===== src/rtl/not_chk_stage.sv =====
// Stage-1 register: holds the accepted stimulus/response pair and its valid bit.
module not_chk_stage #(
  parameter int unsigned WIDTH = 5
) (
  input  logic             clk,
  input  logic             rst_n,
  input  logic             i_clr,
  input  logic             i_load,
  input  logic [WIDTH-1:0] i_a,
  input  logic [WIDTH-1:0] i_z,
  output logic             o_valid,
  output logic [WIDTH-1:0] o_a,
  output logic [WIDTH-1:0] o_z
);

  logic             r_valid;
  logic [WIDTH-1:0] r_a;
  logic [WIDTH-1:0] r_z;

  // Capture a and z on accept; valid follows the accept strobe every cycle.
  always_ff @(posedge clk) begin
    if (!rst_n || i_clr) begin
      r_valid <= 1'b0;
      r_a     <= '0;
      r_z     <= '0;
    end else begin
      r_valid <= i_load;
      if (i_load) begin
        r_a <= i_a;
        r_z <= i_z;
      end
    end
  end

  assign o_valid = r_valid;
  assign o_a     = r_a;
  assign o_z     = r_z;

endmodule


===== config.mk =====
export PLATFORM = sky130hd
export DESIGN_NAME = not_chk_stage
export DESIGN_NICKNAME = d
export VERILOG_FILES = /design/src/rtl/not_chk_stage.sv
export SDC_FILE = /design/constraint.sdc
export NUM_CORES = 1
export LEC_CHECK = 0
export CELL_PAD_IN_SITES_DETAIL_PLACEMENT = 0
export CELL_PAD_IN_SITES_GLOBAL_PLACEMENT = 1
export CORE_AREA = 2 2 45 47
export DETAILED_ROUTE_END_ITERATION = 8
export DIE_AREA = 0 0 47 49
export MAX_ROUTING_LAYER = met4
export PLACE_DENSITY = 0.8
export REMOVE_ABC_BUFFERS = 1
export SKIP_LAST_GASP = 1
export SLEW_MARGIN = 10
export SYNTH_ARGS = -nofsm -noshare
export SYNTH_HDL_FRONTEND = slang
export SYNTH_SLANG_ARGS = --single-unit

===== constraint.sdc =====
create_clock -name clk -period 0.8 [get_ports clk]
set_input_delay 0.08 -clock clk [delete_from_list [all_inputs] [get_ports clk]]
set_output_delay 0.08 -clock clk [all_outputs]
set_load 0.005 [all_outputs]

==> impl_metrics.env, run 1 <==
export IMPL_cts_buffers=3
export IMPL_place_area_um2=676
export IMPL_globalplace_congestion=0.538
export IMPL_clockBufferDepth=2
export IMPL_cts_setup_buffers=0
export IMPL_die_w_um=47
export IMPL_drt_iter0_drc=5
export IMPL_final_hold_viol_count=0
export IMPL_finalCritPeriodShare=0.963
export IMPL_initial_utilization=0.211
export IMPL_synth_area_leader_cell="dfxtp_1"
export IMPL_diodes=0
export IMPL_port_buffer_count=24
export IMPL_grt_pass1_vias=292
export IMPL_crit_buf_inv=1
export IMPL_yosysSeqAreaShare=0.568
export IMPL_ctsHoldBuffers=0
export IMPL_max_slew_margin=0.899
export IMPL_antenna_found_initial=0
export IMPL_clkTransAtPathRegs_ns=0.07
export IMPL_run_status="complete, no violations"
export IMPL_htree_num_levels=1
export IMPL_core_area_mm2=0.00184
export IMPL_die_area_mm2=0.00230
export IMPL_synth_top_area_share=0.568
export IMPL_slew_viol_final=0
export IMPL_tritoncts="done"
export IMPL_timing_fmax_mhz=1300
export IMPL_setup_viol=0
export IMPL_io_pins=25
export IMPL_worstPathMaxFanout=2
export IMPL_cp_end_kind="output port"
export IMPL_rsz0062_at_grt="yes"
export IMPL_synth_ff_type="dfxtp_1"
export IMPL_skew_ns=0
export IMPL_track_usage=0.0725
export IMPL_post_dp_hpwl_um=613
export IMPL_drt_first_pass_iters=2
export IMPL_p_per_area_mw_per_mm2=1640
export IMPL_cap_violations=0
export IMPL_nNetsFinal=81
export IMPL_postSynthAreaPerCell_um2=10.8
export IMPL_vias=345
export IMPL_syn_to_final_growth_pct=72.3
export IMPL_yosysWarnings=0
export IMPL_synth_cell_area_um2=388
export IMPL_critPathMaxStageDelay_ns=0.32
export IMPL_cts_root_buffer="clkbuf_4"
export IMPL_row_count=16
export IMPL_drt_wirelength_per_cell_um=8.63
export IMPL_setup_slack_ns=0.0294
export IMPL_worstPathRequired_ns=0.72
export IMPL_grt_overflow=0
export IMPL_synth_cell_types=7
export IMPL_synthCells=36
export IMPL_drt_wl_total_um=803
export IMPL_design_area_um2=668
export IMPL_pre_cts_ws_ns=-0.323
export IMPL_criticalPathCategory="reg2out"
export IMPL_drive_gt1_frac=0.424
export IMPL_netlist_top_cells_area="dfxtp_1 (57%), mux2i_1 (26%), nor2_1 (11%)"
export IMPL_startpoint_type="flip-flop"
export IMPL_drc=0
export IMPL_min_path_type="in2reg"
export IMPL_synthArstFlopShare=0
export IMPL_worstPathCellList="buf_2"
export IMPL_clk_latency_ns=0.25
export IMPL_drtAntennaViolNets=0
export IMPL_die_y_um=49
export IMPL_max_slew_worst_pin_slew_ns=0.148
export IMPL_synthTopCellsByCount="dfxtp_1 (11), nor2_1 (11), mux2i_1 (10)"
export IMPL_final_min_clock_period_ns=0.771
export IMPL_synth_edf_count=0
export IMPL_total_leakage_power_nw=0.322
export IMPL_ys_ff_latch=11
export IMPL_grt_first_pass_wirelength_um=1170
export IMPL_crit_arrival_ns=0.69
export IMPL_vdd_drop_max_v=0.000744
export IMPL_viasPerCell=3.71
export IMPL_cpLargestDelayFamily="flip-flops"
export IMPL_grt_max_degree=8
export IMPL_numClockSinks=11
export IMPL_cp_slowest_cell="dfxtp_2"
-- tightest hold or removal path: stages --
cell and delay, ns:
dlygate4sd2_1 0.25, buf_6 0.14, inv_1 0.05, nor2_1 0.03
-- registers in the layout (all words and copies together), names as in the netlist --
signal   cells
o_a          5
o_valid      1
o_z          5
-- power breakdown --
part	internal (mW)	leakage, nW	total (mW)	switching, mW
clock	0.192	0.0150	0.357	0.164
sequential	0.569	0.0942	0.576	0.00753
combinational	0.108	0.213	0.159	0.0520
total	0.869	0.322	1.09	0.224
-- cell families after synthesis --
kind of cell | count (synthesis) | share of synthesized area
mux | 10 | 0.258
flops | 11 | 0.568
buf+inv | 3 | 0.0516
simple gates | 12 | 0.123
-- metrics by stage --
step                      TNS (ns)  cells  hold slack, ns  utilization  total power [mW]
after floorplan                  0     34           0.192            -             0.632
after detailed placement     -3.85     89           0.481        0.367             0.763
final                            0     93           0.341        0.363              1.09
after global routing       -0.0164     93           0.345        0.363              1.15
after global placement       -3.79     89           0.472        0.367             0.762
after CTS                  -0.0714     93           0.337        0.363              1.11
-- layout make-up --
cell class | count | area [um^2]
Fill cell | 213 | 1170
Sequential cell | 11 | 233
Timing Repair Buffer | 28 | 224
Multi-Input combinational cell | 22 | 148
Tap cell | 27 | 33.8
Clock buffer | 4 | 26.3
Inverter | 1 | 3.75
-- layer usage --
metal / wire length, um / up-vias / global-route usage
li1: - / 176 / -
met1: 386 / 154 / 0.0930
met2: 346 / 13 / 0.0913
met3: 64 / 2 / 0.0333
met4: 5 / 0 / 0.0417
met5: 0 / - / -
-- worst paths after layout --
path | end | slack (ns) | depth (start not counted) | start
worst min register to register | o_a[1] | 0.48 | 2 | o_a[1]
worst max register to register | o_z[0] | 0.19 | 2 | o_z[0]
worst max-delay path | o_z[3] | 0.03 | 1 | o_z[3]
worst min-delay path | o_valid | 0.34 | 4 | i_load
-- repair_timing --
item,4_1_cts,5_1_grt
gates resized for setup,55,2
endpoints found under the hold margin,0,0
endpoints found under the setup margin,17,6
pin swaps,0,0
-- layout by cell type (no fill, tap or decap), drive strengths merged --
| master | n |
|---|---|
| inv | 1 |
| clkbuf | 4 |
| clkdlybuf4s50 | 12 |
| dlygate4sd2 | 1 |
| nand2b | 1 |
| mux2i | 10 |
| dfxtp | 11 |
| buf | 15 |
| nor2 | 11 |
(Power assumes the default switching activity.)
==> inputs of run 2 (changes only) <==
- SLEW_MARGIN: 10 -> 25
==> results of run 2 <==
Same layout as run 1: the final DEF is identical, and so are final timing and power.
==> inputs of run 3 (changes only) <==
- CELL_PAD_IN_SITES_GLOBAL_PLACEMENT: 1 -> 2
- CORE_AREA: 2 2 45 47 -> 2 2 50 52
- DIE_AREA: 0 0 47 49 -> 0 0 52 54
- PLACE_DENSITY: 0.8 -> 0.82
==> impl_metrics.env, run 3 (synthesis gave the netlist of run 1 again) <==
export IMPL_multiInputGateArea_um2=148
export IMPL_htree_num_levels=1
export IMPL_diodes=0
export IMPL_max_slew_worst_pin_slew_ns=0.132
export IMPL_fin_cells=97
export IMPL_finalCritPeriodShare=0.968
export IMPL_switching_power_mw=0.233
export IMPL_drt_first_pass_iters=2
export IMPL_antenna_found_initial=0
export IMPL_cp_end_kind="output port"
export IMPL_nNetsFinal=82
export IMPL_cap_violations=0
export IMPL_viasPerCell=3.45
export IMPL_power_internal_mw=0.901
export IMPL_die_y_um=54
export IMPL_seq_power_share=0.509
export IMPL_grt_first_pass_wirelength_um=1450
export IMPL_drt_wl_total_um=925
export IMPL_tritoncts="done"
export IMPL_syn_to_final_growth_pct=91.9
export IMPL_switching_share=0.205
export IMPL_clockPowerShare=0.316
export IMPL_drtAntennaViolNets=0
export IMPL_globalplace_congestion=0.577
export IMPL_worstPathMaxFanout=2
export IMPL_initial_utilization=0.167
export IMPL_grt_overflow=0
export IMPL_rrSetupSlack_ns=0.10
export IMPL_final_min_clock_period_ns=0.774
export IMPL_cpLargestDelayFamily="flip-flops"
export IMPL_grt_pass1_vias=343
export IMPL_cts_root_buffer="clkbuf_4"
export IMPL_vias=335
export IMPL_nFillCells=244
export IMPL_criticalPathCategory="reg2out"
export IMPL_crit_arrival_ns=0.69
export IMPL_final_hold_viol_count=0
export IMPL_ctsHoldBuffers=0
export IMPL_core_area_mm2=0.00232
export IMPL_power_frac_comb=0.174
export IMPL_min_path_type="in2reg"
export IMPL_timing_fmax_mhz=1290
export IMPL_die_area_mm2=0.00281
export IMPL_max_slew_margin=0.910
export IMPL_startpoint_type="flip-flop"
export IMPL_io_pins=25
export IMPL_drive_gt1_frac=0.433
export IMPL_clockBufferDepth=2
export IMPL_p_per_area_mw_per_mm2=1520
export IMPL_drt_iter0_drc=2
export IMPL_port_buffer_count=24
export IMPL_grt_max_degree=12
export IMPL_total_leakage_power_nw=0.354
export IMPL_rsz0062_at_grt="yes"
export IMPL_numClockSinks=11
export IMPL_track_usage=0.0744
export IMPL_cp_slowest_cell="dfxtp_2"
export IMPL_die_w_um=52
export IMPL_drt_wirelength_per_cell_um=9.54
export IMPL_setup_tns_ns=0
export IMPL_clkTransAtPathRegs_ns=0.07
export IMPL_drc=0
export IMPL_ff_latch_area_um2=233
export IMPL_skew_ns=0
export IMPL_dp_cells=91
export IMPL_worstPathRequired_ns=0.72
export IMPL_cts_buffers=3
export IMPL_crit_buf_inv=1
export IMPL_row_count=18
export IMPL_clk_latency_ns=0.25
export IMPL_slew_viol_final=0
export IMPL_setup_viol=0
export IMPL_worstPathCellList="buf_2"
export IMPL_critPathMaxStageDelay_ns=0.32
export IMPL_run_status="complete, no violations"
export IMPL_final_cell_mix="clkdlybuf4s50_1 (12), nor2_1 (11), mux2i_1 (10), dfxtp_2 (10), buf_2 (7)"
export IMPL_final_common_cell="clkdlybuf4s50_1"
export IMPL_vdd_drop_max_v=0.000860
-- run 3: cell types whose count changed in the layout (fill, tap and decap cells not counted), sizes merged --
| cell | previous run | this run |
|---|---|---|
| bufbuf | 0 | 1 |
-- run 3: repair_timing --
item,in CTS,in global routing
gates resized for setup,54,5
setup endpoints to repair,21,5
buffers inserted,1,0
cloned,1,0
-- run 3: area by class of cell --
type	instances	area share
inverter	1	0.00504
timing repair buffer	29	0.398
tap	30	0.0504
clock buffer	4	0.0353
sequential	11	0.313
multi-input combinational	22	0.198
-- run 3: stage by stage --
step	utilization	setup slack (ns)	power, mW	area [um^2]	hold slack [ns]
2_1_floorplan	-	0.223	0.632	372	0.192
3_3_place_gp	0.300	-0.290	0.773	697	0.476
3_5_place_dp	0.300	-0.316	0.776	697	0.488
4_1_cts	0.313	-0.0651	1.15	726	0.429
5_1_grt	0.321	-0.00614	1.21	744	0.423
6_report	0.321	0.0257	1.13	744	0.405
-- run 3: final timing paths --
| kind | startpoint | endpoint | cells after the start |
|---|---|---|---|
| setup reg to reg | o_z[3] | o_z[3] | 3 |
| setup / recovery | o_z[0] | o_z[0] | 1 |
| hold reg to reg | o_a[3] | o_a[3] | 2 |
| hold / removal | i_load | o_z[0] | 4 |
-- run 3: power groups by stage --
stage | registers, mW | logic, mW | clock network, mW
2_1_floorplan | 0.588 | 0.0431 | 0
3_3_place_gp | 0.587 | 0.186 | 0
3_5_place_dp | 0.587 | 0.189 | 0
4_1_cts | 0.576 | 0.196 | 0.374
5_1_grt | 0.579 | 0.214 | 0.412
6_report | 0.577 | 0.198 | 0.359
-- run 3: metal layers --
layer  vias to the layer above  GRT usage  part of all wire
li1                        179          -                 -
met1                       148     0.0712              0.40
met2                         8      0.120              0.55
met3                         0     0.0389             0.050
met4                         0     0.0439                 0
met5                         -          -                 0
